===== src/rtl/tpu_pkg.sv =====
// tpu_pkg: widths shared across the array datapath and the activation feeder state encoding.
package tpu_pkg;
  localparam int DATA_W = 16;
  localparam int ADDR_W = 4;
  typedef enum logic [2:0] {IDLE, FETCH, RDWAIT, STREAM, FLUSH, DONE} feeder_state_e;
endpackage


===== src/rtl/feeder_row_buffer.sv =====
// feeder_row_buffer: 2 x MAX_K activation register file, one write port, two combinational lane reads.
module feeder_row_buffer
  import tpu_pkg::*;
#(
  parameter int MAX_K = 4,
  parameter int CLW   = MAX_K > 1 ? $clog2(MAX_K) : 1
) (
  input  logic              clk_i,
  input  logic              we_i,
  input  logic              wr_row_i,
  input  logic [CLW-1:0]    wr_col_i,
  input  logic [DATA_W-1:0] wr_data_i,
  input  logic [CLW-1:0]    rd_col0_i,
  input  logic [CLW-1:0]    rd_col1_i,
  output logic [DATA_W-1:0] rd_data0_o,
  output logic [DATA_W-1:0] rd_data1_o
);
  logic [DATA_W-1:0] mem_q [2][MAX_K];
  always_ff @(posedge clk_i)
    if (we_i) mem_q[wr_row_i][wr_col_i] <= wr_data_i;
  assign rd_data0_o = mem_q[0][rd_col0_i];
  assign rd_data1_o = mem_q[1][rd_col1_i];
endmodule


===== src/rtl/ub_activation_feeder.sv =====
// ub_activation_feeder: fetches a 2xK activation tile from the unified buffer and streams it skewed into the array.
module ub_activation_feeder
  import tpu_pkg::*;
#(
  parameter int MAX_K        = 4,
  parameter int FLUSH_CYCLES = 4
) (
  input  logic              clk_i,
  input  logic              reset_i,
  input  logic              start_i,
  input  logic [ADDR_W-1:0] base_addr_i,
  input  logic [2:0]        num_cols_i,
  output logic              ub_rd_en_o,
  output logic [ADDR_W-1:0] ub_rd_addr_o,
  input  logic [DATA_W-1:0] ub_rd_data_i,
  output logic [DATA_W-1:0] a_in1_o,
  output logic [DATA_W-1:0] a_in2_o,
  output logic              valid_o,
  output logic              busy_o,
  output logic              done_o
);
  localparam int CLW = MAX_K > 1 ? $clog2(MAX_K) : 1;
  feeder_state_e     state_q;
  logic [2:0]        k_q, kc_d;
  logic [7:0]        cnt_q, widx_q, k_d, s_d, wcol_d, last_rd_d;
  logic              pend_q, wrow_d, rd_en_q, valid_q, busy_q, done_q;
  logic [ADDR_W-1:0] addr_q;
  logic [DATA_W-1:0] a1_q, a2_q, rd0, rd1;
  always_comb begin
    kc_d      = num_cols_i > 3'(MAX_K) ? 3'(MAX_K) : num_cols_i;
    k_d       = 8'(k_q);
    last_rd_d = (k_d << 1) - 8'd1;
    s_d       = state_q == STREAM ? cnt_q + 8'd1 : 8'd0;
    wrow_d    = widx_q >= k_d;
    wcol_d    = wrow_d ? widx_q - k_d : widx_q;
  end
  feeder_row_buffer #(.MAX_K(MAX_K)) u_buf (
    .clk_i     (clk_i),
    .we_i      (pend_q),
    .wr_row_i  (wrow_d),
    .wr_col_i  (CLW'(wcol_d)),
    .wr_data_i (ub_rd_data_i),
    .rd_col0_i (CLW'(s_d)),
    .rd_col1_i (CLW'(s_d - 8'd1)),
    .rd_data0_o(rd0),
    .rd_data1_o(rd1)
  );
  // Read data lands one cycle after the strobe, so the write side trails the read side by pend_q.
  always_ff @(posedge clk_i) begin
    if (reset_i) begin
      state_q <= IDLE;
      k_q     <= '0;
      cnt_q   <= '0;
      widx_q  <= '0;
      pend_q  <= 1'b0;
      addr_q  <= '0;
      rd_en_q <= 1'b0;
      valid_q <= 1'b0;
      busy_q  <= 1'b0;
      done_q  <= 1'b0;
      a1_q    <= '0;
      a2_q    <= '0;
    end else begin
      pend_q <= rd_en_q;
      if (pend_q) widx_q <= widx_q + 8'd1;
      case (state_q)
        IDLE: if (start_i) begin
          k_q     <= kc_d;
          addr_q  <= base_addr_i;
          cnt_q   <= '0;
          widx_q  <= '0;
          state_q <= kc_d == 3'd0 ? DONE : FETCH;
          done_q  <= kc_d == 3'd0;
          rd_en_q <= kc_d != 3'd0;
          busy_q  <= kc_d != 3'd0;
        end
        FETCH: if (cnt_q == last_rd_d) begin
          state_q <= RDWAIT;
          rd_en_q <= 1'b0;
        end else begin
          addr_q <= addr_q + 1'b1;
          cnt_q  <= cnt_q + 8'd1;
        end
        RDWAIT, STREAM: if (state_q == STREAM && cnt_q == k_d) begin
          state_q <= FLUSH;
          cnt_q   <= '0;
          a1_q    <= '0;
          a2_q    <= '0;
        end else begin
          state_q <= STREAM;
          valid_q <= 1'b1;
          cnt_q   <= s_d;
          a1_q    <= s_d < k_d ? rd0 : '0;
          a2_q    <= s_d != 8'd0 ? rd1 : '0;
        end
        FLUSH: if (cnt_q == 8'(FLUSH_CYCLES - 1)) begin
          state_q <= DONE;
          valid_q <= 1'b0;
          busy_q  <= 1'b0;
          done_q  <= 1'b1;
        end else begin
          cnt_q <= cnt_q + 8'd1;
        end
        default: begin
          done_q  <= 1'b0;
          state_q <= IDLE;
        end
      endcase
    end
  end
  assign ub_rd_en_o   = rd_en_q;
  assign ub_rd_addr_o = addr_q;
  assign a_in1_o      = a1_q;
  assign a_in2_o      = a2_q;
  assign valid_o      = valid_q;
  assign busy_o       = busy_q;
  assign done_o       = done_q;
endmodule


===== config.mk =====
export PLATFORM = sky130hd
export DESIGN_NAME = ub_activation_feeder
export DESIGN_NICKNAME = d
export VERILOG_FILES = /design/src/rtl/tpu_pkg.sv /design/src/rtl/feeder_row_buffer.sv /design/src/rtl/ub_activation_feeder.sv
export SDC_FILE = /design/constraint.sdc
export NUM_CORES = 1
export LEC_CHECK = 0
export BUFFER_PORTS_ARGS = -buffer_cell sky130_fd_sc_hd__buf_2
export CAP_MARGIN = 20
export CORE_UTILIZATION = 50
export DETAILED_ROUTE_END_ITERATION = 8
export GPL_ROUTABILITY_DRIVEN = 0
export PLACE_DENSITY = 0.65
export SLEW_MARGIN = 20
export SYNTH_ARGS = -nofsm -noshare
export SYNTH_HDL_FRONTEND = slang
export SYNTH_SLANG_ARGS = --single-unit

===== constraint.sdc =====
create_clock -name clk_i -period 3.52 [get_ports clk_i]
set_input_delay 0.528 -clock clk_i [delete_from_list [all_inputs] [get_ports clk_i]]
set_output_delay 0.528 -clock clk_i [all_outputs]
set_load 0.05 [all_outputs]

==> key figures <==
Setup path
  • Critical path, cell by cell: ha_1 -> nand2b_1 -> a21oi_1 -> ha_1 -> o21ai_0 -> a31oi_1 -> nor2_1 -> and4b_1 -> a22o_1
  • CP delay by family, top: simple AND/OR/NAND/NOR gates
  • Critical-path top delay cell: dfxtp_1
  • CP required: 3890 ps
  • CP dominant cell by count: ha_1
  • Largest fanout on the critical path: 16
  • CP arrival: a little over 3000 ps
  • CP Capture Type: flip-flop
  • Crit start category: flip-flop
  • Max incr delay on CP: ~580 ps
  • Worst Path Buf+Inv: 0
  • Critical path start-end classification: reg -> reg

STA
  • Final Critical Period: approximately 2700 ps
  • Setup tns final: 0 ps
  • Final Hold Fails: 0
  • Worst slew pin tran: approximately 840 ps
  • RSZ-0062 raised after global routing: false
  • Max Fclk: ~380 MHz
  • Setup Viol. Count Final: 0
  • Setup Skew: between 7 and 8 ps
  • Max Slew Vio Count: 0
  • Worst rel slew slack: 0.4388
  • Tcrit/Tclk final: 0.7567

Floorplan
  • Die width: about 130 um
  • Die H: 126.6 um
  • Rows: 45
  • Io pins: 66
  • Die footprint: between 15000 and 20000 um^2
  • Starting density of the core: 0.5123
  • Core area: roughly 15000 um^2

Routing
  • Routed Antenna Nets: 0
  • Via density: 5.769
  • Initial DRC count: 404
  • DRC: 4
  • Final wirelength: roughly 15 mm
  • Drt first pass iters: 6
  • Per-cell routed wire length: 18.66 um
  • Via count: approximately 4.7k

Finish
  • Nets: about 650
  • Commonest non-fill, non-tap cells in the layout: edfxtp_1, buf_2, dfxtp_1
  • Commonest non-fill, non-tap cell in the layout: edfxtp_1
  • Final core occ: 0.5870
  • Area growth syn-to-layout: 14.59%
  • Share of cells above drive strength 1: 0.2432
  • Antenna Cells: 0

Clock network
  • CTS tree: done
  • Post-CTS Setup Repair Bufs: 0
  • Reg clk slew, reported paths: about 70 ps
  • Clock Tree Root: clkbuf_16
  • PostCTS Resize Cnt: 0
  • Post-CTS Hold Fix Bufs: 0
  • Total CTS buffers: 17
  • Htree depth: 4
  • Clock Path Buffers: 2
  • Clk Latency, worst-skew pair: approximately 430 ps
  • # clock sinks: between 150 and 200

Pwr
  • Pwr Density: 537.5 nW/um^2
  • Total power: approximately 0.0048 W
  • Leakage: ~3.3 nW
  • Maximum vdd ir drop: about 0.38 mV

Global route
  • Gr busiest metal: met2
  • Initial antenna violation count: 0
  • GR met3 Demand/Resource: 0.03796
  • Vias in the first global route: around 4.6k
  • First-pass GRT wire length: 24.11 mm
  • GRT Util Overall: 0.2006
  • Global-route track usage on met1: 0.2904
  • Global routing usage on met2: 0.3032
  • Total grt overflow: 0
  • Largest net degree at the start of global routing: 34

Synthesis
  • Synth Cell Area: 7759 um^2
  • Register area share after synthesis: 0.6580
  • Synth Instances: 542
  • Main flop type after synthesis: edfxtp_1
  • Synth Warn #: 0
  • Syn_area_per_cell: ~14 um^2
  • Synth cell types: between 60 and 70
  • EDFF count, synth: 128
  • Syn nets: 579
  • #FFs+latches synth: roughly 190
  • Async set or reset register ratio after synthesis: 0

Flow run
  • Max Cap Viol: 0

Run status
  • Status: complete, but fails checks
  • Failing checks: DRC

Min path
  • HP Class: in -> reg

Placed design
  • PortBufs: 65
  • Placed wire-length estimate: 9.653 mm
## synthesized netlist by cell type, types with 3 or more instances
cell       number  area share
edfxtp_1      128        0.50
dfxtp_1        63        0.16
a22o_1         32       0.036
nor2_1         27       0.013
o21ai_0        25       0.016
inv_1          20      0.0097
mux2i_1        20       0.026
clkbuf_1       19      0.0092
nand2_1        18      0.0087
mux4_2         16       0.046
o221ai_1       16       0.018
a21oi_1        15      0.0097
nor3_1         11      0.0071
ha_1           10       0.016
xor2_1          8      0.0090
buf_2           7      0.0045
nand3_1         7      0.0045
or3_1           7      0.0056
a2bb2oi_1       6      0.0068
nand2b_1        6      0.0048
o32ai_1         6      0.0068
a31oi_1         5      0.0040
and3_1          5      0.0040
buf_1           4      0.0019
nand4_1         4      0.0032
xnor2_1         4      0.0045
buf_6           3      0.0044
nor2b_1         3      0.0024
## cell families (layout without fill, tap and decap cells)
| family | after synthesis | count (layout) | synth area share |
|---|---|---|---|
| AND/OR/NAND/NOR | 108 | 108 | 0.07612 |
| AO/OA/AOI/OAI | 127 | 127 | 0.1258 |
| XOR/XNOR | 13 | 13 | 0.01564 |
| buffers and inverters | 55 | 134 | 0.03064 |
| flip-flops | 191 | 191 | 0.6580 |
| adder cells (fa/ha/maj) | 11 | 11 | 0.01871 |
| multiplexers | 37 | 37 | 0.07515 |
## power by group
part           internal (W)  switching [W]  leakage, nW
sequential          0.00244      0.0000412         1.66
clock               0.00103       0.000834        0.291
combinational      0.000142       0.000290         1.30
total               0.00361        0.00117         3.25
## layer usage
metal | share of wire | vias to the layer above
met2 | 0.46 | 108
li1 | - | 2239
met3 | 0.039 | 16
met5 | 0 | -
met4 | 0.015 | 0
met1 | 0.49 | 2304
## metrics by stage
step / setup slack, ps / cells / hold WS (ps) / area [um^2]
final: 856.4 / 809 / 372.7 / 8891
after global routing: 640.5 / 809 / 365.1 / 8891
after CTS: 864.4 / 809 / 356.9 / 8891
after detailed placement: 882.7 / 777 / 461.6 / 8304
after global placement: 934.1 / 777 / 457.7 / 8304
after floorplan: 440.1 / 542 / 466.9 / 7759
## final timing paths
check	startpoint	endpoint	slack (ps)	cells after the start
setup / recovery	cnt_q[0]	a_in1_o[14]	860	9
hold / removal	num_cols_i[2]	k_q[2]	370	3
setup reg to reg	cnt_q[0]	a_in1_o[14]	860	9
hold reg to reg	a_in1_o[5]	a_in1_o[5]	470	1
## flip-flops by register name, summed over array words and instances, names as in the netlist
register	cells
u_buf.mem_q	128
a_in1_o	16
a_in2_o	16
cnt_q	8
widx_q	8
ub_rd_addr_o	4
k_q	3
state_q	3
busy_o	1
done_o	1
pend_q	1
ub_rd_en_o	1
valid_o	1
## cell type report
class	instances	area, um^2
fill	1173	6255
sequential	191	5105
multi-input combinational	296	2444
clock buffer	22	496.7
timing repair buffer	80	437.9
tap	188	235.2
clock inverter	10	90.09
inverter	22	82.58
## worst reg2reg max path, delay by kind of cell, from the launching register on
family,cells,cell delay (ps)
simple gates,3,840
compound gates,4,620
fa+ha+maj,2,580
flops,1,580
No activity file was read; power rests on OpenSTA's default activity.
